[config.mk]
export PLATFORM = sky130hd
export DESIGN_NAME = mem_lsu_flat
export DESIGN_NICKNAME = d
export VERILOG_FILES = /design/src/rtl/mem_lsu_pkg.sv /design/src/rtl/mem_lsu_if.sv /design/src/rtl/mem_align.sv /design/src/rtl/mem_lsu.sv /design/src/flat_wrapper.sv
export SDC_FILE = /design/constraint.sdc
export NUM_CORES = 1
export LEC_CHECK = 0
export CAP_MARGIN = 0
export CELL_PAD_IN_SITES_DETAIL_PLACEMENT = 0
export CELL_PAD_IN_SITES_GLOBAL_PLACEMENT = 1
export CORE_MARGIN = 8
export CORE_UTILIZATION = 33
export DETAILED_ROUTE_END_ITERATION = 10
export HOLD_SLACK_MARGIN = 0.06
export PLACE_DENSITY = 0.88
export SYNTH_ARGS = -nofsm -noshare
export SYNTH_HDL_FRONTEND = slang
export SYNTH_HIERARCHICAL = 1
export SYNTH_SLANG_ARGS = --single-unit
[constraint.sdc]
create_clock -name clk -period 2.2 [get_ports clk]
set_input_delay 0.44 -clock clk [delete_from_list [all_inputs] [get_ports clk]]
set_output_delay 0.44 -clock clk [all_outputs]
set_load 0.02 [all_outputs]
[src/rtl/mem_lsu_pkg.sv]
// Shared constants, funct3 encodings, FSM state type and decode helpers for the MEM-stage LSU.
package mem_lsu_pkg;

  // Pipeline-wide widths
  localparam int unsigned REG_DATA_WIDTH  = 32;
  localparam int unsigned INST_ADDR_WIDTH = 32;
  localparam int unsigned WSTRB_WIDTH     = 4;

  // funct3 load/store size and sign encodings
  localparam logic [2:0] F3B  = 3'b000;
  localparam logic [2:0] F3H  = 3'b001;
  localparam logic [2:0] F3W  = 3'b010;
  localparam logic [2:0] F3Bu = 3'b100;
  localparam logic [2:0] F3Hu = 3'b101;

  // funct3[1:0] size field
  localparam logic [1:0] SzByte = 2'b00;
  localparam logic [1:0] SzHalf = 2'b01;
  localparam logic [1:0] SzWord = 2'b10;

  typedef enum logic [1:0] {
    StIdle    = 2'd0,
    StReq     = 2'd1,
    StWaitRsp = 2'd2
  } lsu_state_e;

  // Only the five architected encodings are accepted; 011 and 11x raise mem_err.
  function automatic logic f3_legal(input logic [2:0] f3);
    logic ok;
    ok = (f3 == F3B) || (f3 == F3H) || (f3 == F3W) || (f3 == F3Bu) || (f3 == F3Hu);
    return ok;
  endfunction

  // Natural alignment for the access size; bytes are always aligned.
  function automatic logic addr_aligned(input logic [2:0] f3, input logic [1:0] off);
    logic ok;
    unique case (f3[1:0])
      SzHalf:  ok = ~off[0];
      SzWord:  ok = (off == 2'b00);
      default: ok = 1'b1;
    endcase
    return ok;
  endfunction

endpackage

[src/rtl/mem_lsu_if.sv]
// Data-memory request/response port between the LSU (master) and data memory (slave).
interface mem_lsu_if #(
  parameter int unsigned ADDR_WIDTH = 32,
  parameter int unsigned DATA_WIDTH = 32
);
  import mem_lsu_pkg::*;

  logic                   mem_req_valid;
  logic                   mem_req_ready;
  logic                   mem_req_we;
  logic [ADDR_WIDTH-1:0]  mem_req_addr;
  logic [DATA_WIDTH-1:0]  mem_req_wdata;
  logic [WSTRB_WIDTH-1:0] mem_req_wstrb;
  logic                   mem_resp_valid;
  logic [DATA_WIDTH-1:0]  mem_resp_rdata;

  modport master (
    output mem_req_valid,
    output mem_req_we,
    output mem_req_addr,
    output mem_req_wdata,
    output mem_req_wstrb,
    input  mem_req_ready,
    input  mem_resp_valid,
    input  mem_resp_rdata
  );

  modport slave (
    input  mem_req_valid,
    input  mem_req_we,
    input  mem_req_addr,
    input  mem_req_wdata,
    input  mem_req_wstrb,
    output mem_req_ready,
    output mem_resp_valid,
    output mem_resp_rdata
  );

endinterface

[src/rtl/mem_align.sv]
// Combinational lane logic: store data replication/byte strobes and load extract/extend.
module mem_align
  import mem_lsu_pkg::*;
(
  input  logic [1:0]                st_size,
  input  logic [1:0]                st_off,
  input  logic [REG_DATA_WIDTH-1:0] store_data,
  output logic [REG_DATA_WIDTH-1:0] wdata,
  output logic [WSTRB_WIDTH-1:0]    wstrb,
  input  logic [2:0]                ld_funct3,
  input  logic [1:0]                ld_off,
  input  logic [REG_DATA_WIDTH-1:0] rdata,
  output logic [REG_DATA_WIDTH-1:0] ld_data
);

  logic [7:0]  byte_sel;
  logic [15:0] half_sel;

  // Store path: replicate the operand across all lanes, enable only the addressed bytes.
  always_comb begin
    wdata = store_data;
    wstrb = 4'b1111;
    unique case (st_size)
      SzByte: begin
        wdata = {4{store_data[7:0]}};
        wstrb = 4'b0001 << st_off;
      end
      SzHalf: begin
        wdata = {2{store_data[15:0]}};
        wstrb = 4'b0011 << st_off;
      end
      default: ;
    endcase
  end

  // Load path: pick the addressed lane and sign- or zero-extend it.
  always_comb begin
    byte_sel = rdata[8*ld_off +: 8];
    half_sel = rdata[16*ld_off[1] +: 16];
    case (ld_funct3)
      F3B:     ld_data = {{24{byte_sel[7]}}, byte_sel};
      F3Bu:    ld_data = {24'b0, byte_sel};
      F3H:     ld_data = {{16{half_sel[15]}}, half_sel};
      F3Hu:    ld_data = {16'b0, half_sel};
      default: ld_data = rdata;
    endcase
  end

endmodule

[src/rtl/mem_lsu.sv]
// MEM-stage load/store unit: issues word-aligned memory requests, stalls the pipeline while an
// access is outstanding, and returns aligned/extended load data to MEM/WB.
module mem_lsu
  import mem_lsu_pkg::*;
#(
  parameter int unsigned ADDR_WIDTH = INST_ADDR_WIDTH,
  parameter int unsigned DATA_WIDTH = REG_DATA_WIDTH
) (
  input  logic                  clk,
  input  logic                  rst_n,
  input  logic                  in_valid,
  input  logic                  MemRead,
  input  logic                  MemWrite,
  input  logic [2:0]            funct3,
  input  logic [ADDR_WIDTH-1:0] ALU_result,
  input  logic [DATA_WIDTH-1:0] store_data,
  mem_lsu_if.master             mem,
  output logic                  mem_stall,
  output logic                  load_valid,
  output logic [DATA_WIDTH-1:0] load_data,
  output logic                  mem_err
);

  lsu_state_e             state_q;
  logic                   req_valid_q;
  logic                   req_we_q;
  logic [ADDR_WIDTH-1:0]  req_addr_q;
  logic [DATA_WIDTH-1:0]  req_wdata_q;
  logic [WSTRB_WIDTH-1:0] req_wstrb_q;
  logic [2:0]             ld_f3_q;
  logic [1:0]             ld_off_q;
  logic                   load_valid_q;
  logic [DATA_WIDTH-1:0]  load_data_q;
  logic                   mem_err_q;

  logic                   one_op;
  logic                   both_ops;
  logic                   f3_ok;
  logic                   align_ok;
  logic                   start;
  logic                   bad_access;
  logic [DATA_WIDTH-1:0]  align_wdata;
  logic [WSTRB_WIDTH-1:0] align_wstrb;
  logic [DATA_WIDTH-1:0]  align_ld_data;

  // Decode the instruction currently held in EX/MEM.
  always_comb begin
    one_op     = MemRead ^ MemWrite;
    both_ops   = MemRead & MemWrite;
    f3_ok      = f3_legal(funct3);
    align_ok   = addr_aligned(funct3, ALU_result[1:0]);
    start      = in_valid & one_op & f3_ok & align_ok;
    bad_access = in_valid & (both_ops | (one_op & ~(f3_ok & align_ok)));
  end

  // Store lanes are computed from the live operands and latched at issue; load extraction uses
  // the offset/funct3 latched at issue, since EX/MEM may not be trusted after the stall drops.
  mem_align u_align (
    .st_size    (funct3[1:0]),
    .st_off     (ALU_result[1:0]),
    .store_data (store_data),
    .wdata      (align_wdata),
    .wstrb      (align_wstrb),
    .ld_funct3  (ld_f3_q),
    .ld_off     (ld_off_q),
    .rdata      (mem.mem_resp_rdata),
    .ld_data    (align_ld_data)
  );

  // Access FSM with registered request, load result and error pulse.
  always_ff @(posedge clk or negedge rst_n) begin
    if (!rst_n) begin
      state_q      <= StIdle;
      req_valid_q  <= 1'b0;
      req_we_q     <= 1'b0;
      req_addr_q   <= '0;
      req_wdata_q  <= '0;
      req_wstrb_q  <= '0;
      ld_f3_q      <= F3W;
      ld_off_q     <= 2'b00;
      load_valid_q <= 1'b0;
      load_data_q  <= '0;
      mem_err_q    <= 1'b0;
    end else begin
      load_valid_q <= 1'b0;
      mem_err_q    <= 1'b0;
      unique case (state_q)
        StIdle: begin
          if (start) begin
            state_q     <= StReq;
            req_valid_q <= 1'b1;
            req_we_q    <= MemWrite;
            req_addr_q  <= {ALU_result[ADDR_WIDTH-1:2], 2'b00};
            req_wdata_q <= align_wdata;
            req_wstrb_q <= align_wstrb;
            ld_f3_q     <= funct3;
            ld_off_q    <= ALU_result[1:0];
          end else if (bad_access) begin
            mem_err_q <= 1'b1;
          end
        end
        StReq: begin
          if (mem.mem_req_ready) begin
            req_valid_q <= 1'b0;
            state_q     <= req_we_q ? StIdle : StWaitRsp;
          end
        end
        StWaitRsp: begin
          if (mem.mem_resp_valid) begin
            load_data_q  <= align_ld_data;
            load_valid_q <= 1'b1;
            state_q      <= StIdle;
          end
        end
        default: state_q <= StIdle;
      endcase
    end
  end

  // Stall drops in the completion cycle so EX/MEM advances on the same edge the FSM idles.
  always_comb begin
    mem_stall = 1'b0;
    unique case (state_q)
      StIdle:    mem_stall = start;
      StReq:     mem_stall = ~(req_we_q & mem.mem_req_ready);
      StWaitRsp: mem_stall = ~mem.mem_resp_valid;
      default:   mem_stall = 1'b0;
    endcase
  end

  // Drive registered outputs.
  always_comb begin
    mem.mem_req_valid = req_valid_q;
    mem.mem_req_we    = req_we_q;
    mem.mem_req_addr  = req_addr_q;
    mem.mem_req_wdata = req_wdata_q;
    mem.mem_req_wstrb = req_wstrb_q;
    load_valid        = load_valid_q;
    load_data         = load_data_q;
    mem_err           = mem_err_q;
  end

endmodule

[src/flat_wrapper.sv]
// flat-port wrapper written by rule: the top's interface ports become plain ports
module mem_lsu_flat import mem_lsu_pkg::*;
#(
  parameter int unsigned ADDR_WIDTH = INST_ADDR_WIDTH,
  parameter int unsigned DATA_WIDTH = REG_DATA_WIDTH
)
  (clk, rst_n, in_valid, MemRead, MemWrite, funct3, ALU_result, store_data, mem_stall, load_valid, load_data, mem_err, mem_mem_req_valid, mem_mem_req_we, mem_mem_req_addr, mem_mem_req_wdata, mem_mem_req_wstrb, mem_mem_req_ready, mem_mem_resp_valid, mem_mem_resp_rdata);
  mem_lsu_if #(.ADDR_WIDTH(ADDR_WIDTH), .DATA_WIDTH(DATA_WIDTH)) mem_i ();
  input  logic clk;
  input  logic rst_n;
  input  logic in_valid;
  input  logic MemRead;
  input  logic MemWrite;
  input  logic [2:0] funct3;
  input  logic [ADDR_WIDTH-1:0] ALU_result;
  input  logic [DATA_WIDTH-1:0] store_data;
  output logic mem_stall;
  output logic load_valid;
  output logic [DATA_WIDTH-1:0] load_data;
  output logic mem_err;
  output wire logic [$bits(mem_i.mem_req_valid)-1:0] mem_mem_req_valid;
  output wire logic [$bits(mem_i.mem_req_we)-1:0] mem_mem_req_we;
  output wire logic [$bits(mem_i.mem_req_addr)-1:0] mem_mem_req_addr;
  output wire logic [$bits(mem_i.mem_req_wdata)-1:0] mem_mem_req_wdata;
  output wire logic [$bits(mem_i.mem_req_wstrb)-1:0] mem_mem_req_wstrb;
  input wire logic [$bits(mem_i.mem_req_ready)-1:0] mem_mem_req_ready;
  input wire logic [$bits(mem_i.mem_resp_valid)-1:0] mem_mem_resp_valid;
  input wire logic [$bits(mem_i.mem_resp_rdata)-1:0] mem_mem_resp_rdata;
  assign mem_mem_req_valid = mem_i.mem_req_valid;
  assign mem_mem_req_we = mem_i.mem_req_we;
  assign mem_mem_req_addr = mem_i.mem_req_addr;
  assign mem_mem_req_wdata = mem_i.mem_req_wdata;
  assign mem_mem_req_wstrb = mem_i.mem_req_wstrb;
  assign mem_i.mem_req_ready = mem_mem_req_ready;
  assign mem_i.mem_resp_valid = mem_mem_resp_valid;
  assign mem_i.mem_resp_rdata = mem_mem_resp_rdata;
  mem_lsu #(.ADDR_WIDTH(ADDR_WIDTH), .DATA_WIDTH(DATA_WIDTH)) u_core (.clk(clk), .rst_n(rst_n), .in_valid(in_valid), .MemRead(MemRead), .MemWrite(MemWrite), .funct3(funct3), .ALU_result(ALU_result), .store_data(store_data), .mem(mem_i), .mem_stall(mem_stall), .load_valid(load_valid), .load_data(load_data), .mem_err(mem_err));
endmodule
==> results.ini <==
[placed_design]
dpl.hpwl_um=12700
port-buffer-count=208
placed_cells=922
gp_congestion=0.834

[die]
coreArea_mm2=0.0163
die_x_um=144
start_util=0.332
die_area_mm2=0.0208
io_pins=211
die_y_um=144
rows=47

[synth]
ys_top_cells_by_area=dfrtp_1 50%, mux2_1 9.8%, nand2_1 9.1%
synth_cell_types=44
synth_top_cells_by_count=132 x nand2_1, 108 x dfrtp_1, 47 x mux2_1
synth_top_area_frac=0.498
synth-edff-count=0
ys_seq_elements=109
synth_warnings=6
synth_top_flop_cell=dfrtp_1
syn_area_mm2=0.00543
synth.largest_area_cell=dfrtp_1
synthArstFlopShare=1.00
avgSynthCellArea_um2=10.7
ys_seq_area_frac=0.503
synth_most_common_cell=nand2_1
syn_inst=506

[clock_network]
cts_tree=done
root_buffer=clkbuf_16
clock_path_buffers=2
cts_buffers=9
clkTransAtPathRegs_ps=80
worstSkewPairLatency_ps=350
clock_sinks=109
htree_levels=3

[routing]
wl_um=16600
drt_iter0_markers=294
via_per_inst=4.76
dr.pass1.iters=5
wl_per_cell_um=17.6
drt.antenna.violating_nets=0
num_vias=4482
drc=0

[sta]
hold_viol=0
max_freq_mhz=471
rsz0062_at_grt=no
relSlewSlack=0.659
setup_viol=0
fin_setup_tns_ps=0
worst_pin_slew_ps=510
finClkSkew_ps=7.76
slew_viol_final=0
period_needed_ps=2120
finalCritPeriodShare=0.965

[global_routing]
antenna_found_initial=1
grt_pass1_vias=4904
grt_max_degree=50
gr-usage-all-layers=0.162
grt_pass1_wl_um=26200
grt_overflow_total=0

[critical_path]
crit_arrival_ps=1680
end_kind=output port
worstReg2RegEnd=u_core/mem.mem_req_wstrb[2]$_DFFE_PN0P_
crit_end=mem_stall
cp_top_family=buffers and inverters
crit_required_ps=1760
worstPathCellList=clkdlybuf4s50_1 > nand2b_1 > a32oi_2 > nor2b_4 > nand3b_1 > buf_6
r2r_start=u_core/state_q[1]$_DFFE_PN0P_
rr_worst_depth=6
crit_slowest_cell=clkdlybuf4s50_1
max_stage_delay_ps=420
start_kind=input port
r2r_slack_ps=250
cp.depth=6
crit_start=ALU_result[1]
path_class=input port to output port
crit_fanout=2
crit_buf_inv=2

[job]
drv_cap=0

[finish]
area_growth_pct=51.1
nets=826
fill_cells=1460
layout-drive-gt1-share=0.146
final_cells=942

[power]
p_total_w=0.0102
switchingPower_w=0.00393
p_sw_frac=0.386
p_int_w=0.00626
p_per_area_mw_per_mm2=1240
irDropWorstVdd_uv=648
clockPowerShare=0.157
power.share.sequential=0.342
cellLeakagePower_nw=3.59
pwr-share-comb=0.502

[hold_path]
hp-class=input port to flop

[status]
outcome=finished, final reports clean

## logic make-up (layout without fill, tap and decap cells)
logic type               count (synthesis)  after routing  synth area share
adder cells (fa/ha/maj)                  4              4           0.00923
AO/OA/AOI/OAI                           76             76            0.0902
other                                    1              3          0.000691
AND/OR/NAND/NOR                        159            159             0.124
flip-flops                             109            109             0.503
multiplexers                           108            108             0.222
buffers and inverters                   49            263            0.0510
## flip-flops by register name, summed over array words and instances, names as in the netlist
signal / flops
u_core/load_data: 32
u_core/mem.mem_req_wdata: 32
u_core/mem.mem_req_addr: 30
u_core/mem.mem_req_wstrb: 4
u_core/ld_f3_q: 3
u_core/ld_off_q: 2
u_core/state_q: 2
u_core/load_valid: 1
u_core/mem.mem_req_valid: 1
u_core/mem.mem_req_we: 1
u_core/mem_err: 1
## placed cells by master, fill, tap and decap left out, types with 2 or more instances in the layout
master	instances
a211o_1	2
a211oi_1	18
a21o_1	6
a21oi_1	5
a22oi_1	2
buf_12	3
buf_4	23
clkbuf_16	10
clkdlybuf4s50_1	201
conb_1	2
dfrtp_1	108
dlymetal6s2s_1	3
ha_4	3
inv_1	7
inv_2	3
inv_6	3
mux2_1	47
mux2_2	43
mux2i_1	17
nand2_1	132
nand2b_1	3
nand3b_1	3
nor2_1	6
nor2b_1	4
o211ai_1	2
o21ai_0	22
o21ai_1	10
o21bai_1	2
o221ai_1	2
or2_2	2
## metrics by stage
step	hold WS [ps]	utilization	cell area [um2]	setup WS, ps
2_1_floorplan	144	-	5430	57.9
3_3_place_gp	411	0.477	7790	-769
3_5_place_dp	418	0.477	7790	-847
4_1_cts	481	0.498	8130	6.23
5_1_grt	444	0.501	8200	12.6
6_report	419	0.501	8200	76.3
## worst reg2reg max path, delay by kind of cell, from the launching register on
kind	cells	cell delay, ps
flip-flops	1	450
multiplexers	1	350
AND/OR/NAND/NOR	3	500
buffers and inverters	2	530
## per-layer routing
| layer | vias to the layer above | global-route usage | part of all wire |
|---|---|---|---|
| met3 | 15 | 0.0730 | 0.11 |
| li1 | 2154 | - | - |
| met5 | - | 0 | 0 |
| met1 | 2157 | 0.184 | 0.40 |
| met4 | 0 | 0.0570 | 0.014 |
| met2 | 156 | 0.264 | 0.47 |
## power groups by stage
stage | combinational, W | clock, W | sequential, W
final | 0.00511 | 0.00160 | 0.00348
after floorplan | 0.00159 | 0 | 0.00446
after CTS | 0.00516 | 0.00166 | 0.00350
after global placement | 0.00506 | 0 | 0.00347
after detailed placement | 0.00512 | 0 | 0.00352
after global routing | 0.00548 | 0.00174 | 0.00361
## cell type report
| cell class | instances | area, um2 | area share |
|---|---|---|---|
| multi-input combinational | 349 | 2480 | 0.303 |
| clock buffer | 11 | 243 | 0.0296 |
| clock inverter | 5 | 42.5 | 0.00519 |
| sequential | 109 | 2730 | 0.333 |
| inverter | 10 | 37.5 | 0.00458 |
| antenna | 1 | 2.50 | 0.000305 |
| timing repair buffer | 237 | 2390 | 0.291 |
| tap | 220 | 275 | 0.0336 |
## worst min path at each step
stage	from	end	slack, ps	depth (start not counted)
6_report	MemWrite	u_core/mem.mem_req_we$_DFFE_PN0P_	420	2
5_1_grt	MemWrite	u_core/mem.mem_req_we$_DFFE_PN0P_	440	2
4_1_cts	u_core/load_data[31]$_DFFE_PN0P_	u_core/load_data[31]$_DFFE_PN0P_	480	2
3_5_place_dp	rst_n	u_core/mem.mem_req_wdata[13]$_DFFE_PN0P_	420	1
3_3_place_gp	rst_n	u_core/mem.mem_req_addr[31]$_DFFE_PN0P_	410	1
2_1_floorplan	rst_n	u_core/ld_f3_q[0]$_DFFE_PN0P_	140	0
## what timing repair did
| action | CTS | global route |
|---|---|---|
| endpoints found under the setup margin | 73 | 49 |
| pin swaps | 1 | 1 |
| hold buffers | 1 | 0 |
| endpoints found under the hold margin | 27 | 0 |
| cloned | 0 | 1 |
| resized for setup | 17 | 9 |
| setup buffers | 1 | 0 |
No activity file was read; power rests on OpenSTA's default activity.
